File: config.mk
export PLATFORM = sky130hd
export DESIGN_NAME = uart_tx_prescaled
export DESIGN_NICKNAME = d
export VERILOG_FILES = /design/src/rtl/uart_pkg.sv /design/src/rtl/uart_bit_timer.sv /design/src/rtl/uart_tx_prescaled.sv
export SDC_FILE = /design/constraint.sdc
export NUM_CORES = 1
export LEC_CHECK = 0
export ABC_AREA = 1
export CORE_MARGIN = 5
export CORE_UTILIZATION = 43
export CTS_CLUSTER_DIAMETER = 120
export DETAILED_ROUTE_END_ITERATION = 16
export PLACE_DENSITY_LB_ADDON = 0.12
export SETUP_SLACK_MARGIN = 0.1
export SYNTH_ARGS = -nofsm -noshare
export SYNTH_HDL_FRONTEND = slang
export SYNTH_HIERARCHICAL = 1
export SYNTH_SLANG_ARGS = --single-unit
File: constraint.sdc
create_clock -name CLK -period 2.74 [get_ports CLK]
set_input_delay 0.274 -clock CLK [delete_from_list [all_inputs] [get_ports CLK]]
set_output_delay 0.274 -clock CLK [all_outputs]
set_load 0.005 [all_outputs]
File: src/rtl/uart_pkg.sv
// Shared UART constants: FSM state encoding, parity selector values and the
// prescale width/minimum. Used by both the transmitter and the receiver so
// the two directions agree on encoding and bit timing.
package uart_pkg;

  localparam int          PS_W         = 6;     // PRESCALE field width
  localparam int          MIN_PRESCALE = 4;     // smallest usable bit length
  localparam logic        PAR_EVEN     = 1'b0;
  localparam logic        PAR_ODD      = 1'b1;

  typedef enum logic [2:0] {
    ST_IDLE   = 3'd0,
    ST_START  = 3'd1,
    ST_DATA   = 3'd2,
    ST_PARITY = 3'd3,
    ST_STOP   = 3'd4
  } uart_state_e;

  // Values below MIN_PRESCALE leave too few clocks per bit for the receiver
  // to sample mid-bit, so both sides run them as MIN_PRESCALE.
  function automatic logic [PS_W-1:0] clamp_prescale(input logic [PS_W-1:0] ps);
    return (ps < PS_W'(MIN_PRESCALE)) ? PS_W'(MIN_PRESCALE) : ps;
  endfunction

endpackage

File: src/rtl/uart_bit_timer.sv
// Bit-period timer. Counts 0..prescale-1 while enabled and flags the last
// cycle of every bit so the owning FSM can advance.
//   CLK          in   oversampling clock
//   RST          in   async active-low reset
//   en_i         in   count while high; counter held at 0 while low
//   prescale_i   in   clamped bit length in clocks
//   bit_done_o   out  high on the last cycle of each bit (combinational)
module uart_bit_timer
  import uart_pkg::*;
(
  input  logic            CLK,
  input  logic            RST,
  input  logic            en_i,
  input  logic [PS_W-1:0] prescale_i,
  output logic            bit_done_o
);

  logic [PS_W-1:0] cnt_q, cnt_d;
  logic            last;

  assign last       = (cnt_q == prescale_i - PS_W'(1));
  assign bit_done_o = en_i & last;

  always_comb begin
    cnt_d = cnt_q + PS_W'(1);
    if (!en_i || last) cnt_d = '0;
  end

  always_ff @(posedge CLK or negedge RST) begin
    if (!RST) cnt_q <= '0;
    else      cnt_q <= cnt_d;
  end

endmodule

File: src/rtl/uart_tx_prescaled.sv
// Oversampled-clock UART transmitter. Pulls words from a FIFO via a
// valid/ack handshake and sends start, DW data bits (LSB first), optional
// parity and one stop bit, each PRESCALE clocks long.
//   CLK         in   UART oversampling clock
//   RST         in   async active-low reset
//   P_DATA      in   word to send (FIFO read data)
//   DATA_VALID  in   word available (FIFO not empty)
//   PAR_EN      in   insert parity bit after data
//   PAR_TYPE    in   0 even / 1 odd parity
//   PRESCALE    in   clocks per bit, values below 4 run as 4
//   TX_OUT      out  serial line, idle high
//   BUSY        out  high while a frame is on the line
//   DATA_ACK    out  one-cycle pulse: word accepted, pop FIFO
module uart_tx_prescaled
  import uart_pkg::*;
#(
  parameter int DW = 8
) (
  input  logic            CLK,
  input  logic            RST,
  input  logic [DW-1:0]   P_DATA,
  input  logic            DATA_VALID,
  input  logic            PAR_EN,
  input  logic            PAR_TYPE,
  input  logic [PS_W-1:0] PRESCALE,
  output logic            TX_OUT,
  output logic            BUSY,
  output logic            DATA_ACK
);

  localparam int BW = (DW > 1) ? $clog2(DW) : 1;

  uart_state_e     state_q, state_d;
  logic [BW-1:0]   bit_cnt_q, bit_cnt_d;
  logic [DW-1:0]   data_q, data_d;
  logic            par_en_q, par_en_d;
  logic            par_type_q, par_type_d;
  logic [PS_W-1:0] ps_q, ps_d;
  logic            tx_q, tx_d, busy_q, busy_d, ack_q, ack_d;
  logic            bit_done, par_bit;

  // Timer runs off the shadowed prescale so a config write mid-frame only
  // takes effect on the next accepted word.
  uart_bit_timer u_timer (
    .CLK        (CLK),
    .RST        (RST),
    .en_i       (state_q != ST_IDLE),
    .prescale_i (ps_q),
    .bit_done_o (bit_done)
  );

  assign par_bit = (^data_q) ^ (par_type_q == PAR_ODD);

  always_comb begin
    state_d    = state_q;
    bit_cnt_d  = bit_cnt_q;
    data_d     = data_q;
    par_en_d   = par_en_q;
    par_type_d = par_type_q;
    ps_d       = ps_q;
    ack_d      = 1'b0;
    tx_d       = 1'b1;

    case (state_q)
      ST_IDLE: if (DATA_VALID) begin
        data_d     = P_DATA;
        par_en_d   = PAR_EN;
        par_type_d = PAR_TYPE;
        ps_d       = clamp_prescale(PRESCALE);
        bit_cnt_d  = '0;
        ack_d      = 1'b1;
        state_d    = ST_START;
      end
      ST_START: if (bit_done) begin
        bit_cnt_d = '0;
        state_d   = ST_DATA;
      end
      ST_DATA: if (bit_done) begin
        if (bit_cnt_q == BW'(DW-1)) state_d = par_en_q ? ST_PARITY : ST_STOP;
        else                        bit_cnt_d = bit_cnt_q + BW'(1);
      end
      ST_PARITY: if (bit_done) state_d = ST_STOP;
      // Returning to IDLE for at least one cycle gives back-to-back words
      // a one-clock-longer stop bit.
      ST_STOP:   if (bit_done) state_d = ST_IDLE;
      default:   state_d = ST_IDLE;
    endcase

    // Outputs are decoded from the next state so the registered line
    // changes on the same edge as the state.
    case (state_d)
      ST_START:  tx_d = 1'b0;
      ST_DATA:   tx_d = data_d[bit_cnt_d];
      ST_PARITY: tx_d = par_bit;
      default:   tx_d = 1'b1;
    endcase
    busy_d = (state_d != ST_IDLE);
  end

  always_ff @(posedge CLK or negedge RST) begin
    if (!RST) begin
      state_q    <= ST_IDLE;
      bit_cnt_q  <= '0;
      data_q     <= '0;
      par_en_q   <= 1'b0;
      par_type_q <= 1'b0;
      ps_q       <= PS_W'(MIN_PRESCALE);
      tx_q       <= 1'b1;
      busy_q     <= 1'b0;
      ack_q      <= 1'b0;
    end else begin
      state_q    <= state_d;
      bit_cnt_q  <= bit_cnt_d;
      data_q     <= data_d;
      par_en_q   <= par_en_d;
      par_type_q <= par_type_d;
      ps_q       <= ps_d;
      tx_q       <= tx_d;
      busy_q     <= busy_d;
      ack_q      <= ack_d;
    end
  end

  assign TX_OUT   = tx_q;
  assign BUSY     = busy_q;
  assign DATA_ACK = ack_q;

endmodule

==> key figures <==
Outcome
  – Status: finished, final reports clean

Yosys
  – #FFs+latches synth: 31
  – Synth cell types: 27
  – Synth Cell Area: about 2000 µm²
  – Avg Cell Area, Syn: ~7.3 µm²
  – Synthesis warning total: 6
  – Seq/Total Area, Yosys: 39.7%
  – Post-Synthesis Cells: ~270
  – Syn_nets: a little under 300

Timing
  – Max_slew headroom: between 60% and 70%
  – FMAX: 419 MHz
  – Setup_tns: 0 ns
  – Final hold slack: 0.387 ns
  – Worst Tran Pin Value: about 0.47 ns
  – Final Setup Violations: 0
  – Worst Skew: 0.00819 ns
  – Slew Limit Fails: 0
  – RSZ-0062 raised after global routing: no
  – Fin crit share: 87.1%
  – Final min period: 2.39 ns
  – Final hold vios: 0
  – Setup ws final: 0.353 ns

Layout
  – Total Nets Final: 318
  – ANT cells: 0
  – Core Util, Final: 53.5%
  – Fill count: roughly 430
  – Area Overhead vs Synth: 19.6%
  – Final non-filler cell total: 348
  – Design area: 2340 µm²
  – Layout cells sized above 1: 13.9%

Clocking
  – Clk pin slew, worst setup/hold paths: around 0.06 ns
  – Sink Count: 31
  – TritonCTS buffer count: 5
  – Post-CTS Hold Fix Bufs: 0
  – CTS root buf: clkbuf_8
  – CTS tree: done
  – Clock Path Buffers: 2
  – H-tree level count: 2
  – Clk Latency, worst-skew pair: 0.29 ns

Setup path
  – Max stage delay cell, worst path: dfrtp_1
  – Max incr delay on CP: 0.41 ns
  – Crit Path Class: register to register
  – Critical-path cell list: inv_1 -> ha_1 -> xor2_1 -> nand3_1 -> nor2_2 -> nand3_2 -> nor2_4 -> buf_4 -> nor2_1 -> nand2_1 -> nand3_2 -> nand2_2 -> nand2_2 -> nand2_1 -> nand3_1 -> nand2_1 -> nand2_1 -> nand3_1 -> nand3_1
  – CP Launch Type: register
  – Buf/Inv on CP: 2
  – WP data arrival: about 2.6 ns
  – Crit-path max FO: 5
  – Crit end category: register
  – CP top delay family: simple AND/OR/NAND/NOR gates
  – Req. time, crit path: 2.95 ns

Power
  – Logic pwr share: 51.6%
  – Sw frac: 44.3%
  – Total design power: 2.42 mW
  – Int Pwr: roughly 1.3 mW
  – Pleak: 1.18 nW
  – P_sw: 1.07 mW
  – Clock power share: about 15%
  – Seq pwr share: between 30% and 40%
  – Worst vdd ir: 0.537 mV
  – Pwr/cell area: 1030 nW/µm²

Routing
  – Via-to-Cell Ratio: 4.89
  – Met1 WL: 1920 µm
  – Vias: 1700
  – Final wirelength: 4140 µm
  – Highest metal used: met4
  – WL met3: around 160 µm
  – DR WL/cell: about 12 µm
  – Final ANT Viol Nets: 0
  – Routed wl met2: approximately 2000 µm
  – Initial DRC Count: 75
  – Drc violations: 0
  – Drt pass-1 iters: 4

Worst hold path
  – Worst min path class: input port to async pin

Job
  – Max-cap violations: 0

Global routing
  – First-pass GRT wire length: 7380 µm
  – Initial antenna violation count: 0
  – Vias in the first global route: 1650
  – GRT Util Overall: 15.2%
  – Pin count of the biggest net entering global routing: 32
  – Congestion Overflow GR: 0

Die
  – Initial Utilization: 44.7%
  – Num ports: 22
  – Die area: 6010 µm²
  – Die Ht: 77.5 µm
  – DIE WIDTH: 77.5 µm
  – Site row count: 24
  – Core ar.: around 4400 µm²

Placed design
  – Routability Congestion: 0.898
  – PortBufs: 21
  – Placed cells: 340
  – Dpl hpwl: about 3200 µm
  – Setup WS pre-CTS: 0.349 ns
  – Area after DPL: about 2200 µm²
-- cell families after synthesis --
family / count (synthesis) / share of synthesized area, %
DFF: 31 / 39.7
AOI/OAI and AO/OA: 19 / 6.07
and+or+nand+nor: 158 / 37.0
buffers and inverters: 41 / 8.17
adders and majority gates: 3 / 1.92
xor gates and xnor gates: 16 / 7.15
-- state kept, by name, indices dropped and copies added (netlist names) --
register	count
BUSY	1
DATA_ACK	1
TX_OUT	1
bit_cnt_q	3
data_q	8
par_en_q	1
par_type_q	1
ps_q	6
state_q	3
u_timer/cnt_q	6
-- per-layer routing --
layer | GRT usage [%] | vias to the layer above
li1 | - | 890
met1 | 18.7 | 775
met2 | 24.8 | 26
met3 | 4.17 | 9
met4 | 6.87 | 0
met5 | 0 | -
-- path summary, 6_finish.rpt --
kind | cells past startpoint | slack (ns) | startpoint | to
max in group asynchronous | 2 | 2.03 | RST | TX_OUT$_DFF_PN1_
min | 2 | 0.39 | RST | par_type_q$_DFFE_PN0P_
max reg2reg | 19 | 0.35 | ps_q[1]$_DFFE_PN0P_ | TX_OUT$_DFF_PN1_
min reg2reg | 2 | 0.49 | par_en_q$_DFFE_PN0P_ | par_en_q$_DFFE_PN0P_
max | 19 | 0.35 | ps_q[1]$_DFFE_PN0P_ | TX_OUT$_DFF_PN1_
min in group CLK | 2 | 0.49 | par_en_q$_DFFE_PN0P_ | par_en_q$_DFFE_PN0P_
-- synthesized netlist by cell type --
master / n / area, µm²
nand2_1: 90 / 338
inv_1: 34 / 128
dfrtp_1: 29 / 726
nand3_1: 29 / 145
nor2_1: 16 / 60.1
nand2_2: 9 / 56.3
xnor2_1: 8 / 70.1
xor2_1: 8 / 70.1
o21ai_0: 6 / 30.0
a21oi_1: 5 / 25.0
o21ai_2: 4 / 35.0
buf_2: 3 / 15.0
ha_1: 3 / 37.5
inv_2: 3 / 11.3
nor3_1: 3 / 15.0
dfstp_2: 2 / 52.6
nand2_4: 2 / 22.5
nand3_2: 2 / 20.0
nor2_2: 2 / 12.5
nor2_4: 2 / 22.5
o31ai_1: 2 / 15.0
a31oi_1: 1 / 6.26
inv_4: 1 / 6.26
nand4_1: 1 / 6.26
nor2_8: 1 / 20.0
nor4_1: 1 / 6.26
o21a_1: 1 / 7.51
-- power groups by stage --
stage	Sequential (mW)	Clock, mW	Combinational [mW]
final	0.811	0.360	1.25
after detailed placement	0.819	0	1.24
after floorplan	0.780	0	0.971
after global routing	0.839	0.396	1.44
after global placement	0.818	0	1.23
after CTS	0.812	0.374	1.25
-- worst register-to-register path, stage by stage (launching register included) --
cell	delay (ns)
dfrtp_1	0.41
inv_1	0.07
ha_1	0.28
xor2_1	0.14
nand3_1	0.09
nor2_2	0.12
nand3_2	0.12
nor2_4	0.11
buf_4	0.14
nor2_1	0.07
nand2_1	0.11
nand3_2	0.10
nand2_2	0.12
nand2_2	0.07
nand2_1	0.06
nand3_1	0.06
nand2_1	0.06
nand2_1	0.05
nand3_1	0.06
nand3_1	0.06
-- layout by cell type, fill, tap and decap left out, types with 2 or more instances in the layout --
cell type / count
o31ai_1: 2
nand2_4: 2
clkdlybuf4s50_1: 21
nor2_1: 14
ha_1: 3
inv_2: 4
nor2_4: 3
nor3_1: 3
buf_4: 2
nand3_2: 2
o21ai_2: 4
nand2_1: 90
nand3_1: 29
xnor2_1: 8
dfrtp_1: 29
dfstp_2: 2
xor2_1: 8
clkbuf_8: 6
nor2_2: 3
o21ai_0: 6
a21oi_1: 5
nand2_2: 9
inv_1: 33
-- what timing repair did --
| action | 4_1_cts | 5_1_grt |
|---|---|---|
| buffers inserted | 0 | 0 |
| endpoints found under the setup margin | 0 | 1 |
| gates resized for setup | 0 | 4 |
-- layout make-up --
cell class | count | area [µm²] | area share, %
Timing Repair Buffer | 24 | 236 | 10.1
Multi-Input combinational cell | 196 | 1030 | 44.0
Tap cell | 52 | 65.1 | 2.78
Sequential cell | 31 | 778 | 33.2
Clock inverter | 1 | 5.00 | 0.214
Inverter | 38 | 145 | 6.19
Clock buffer | 6 | 82.6 | 3.52
Power figures use the tool's default switching activity.
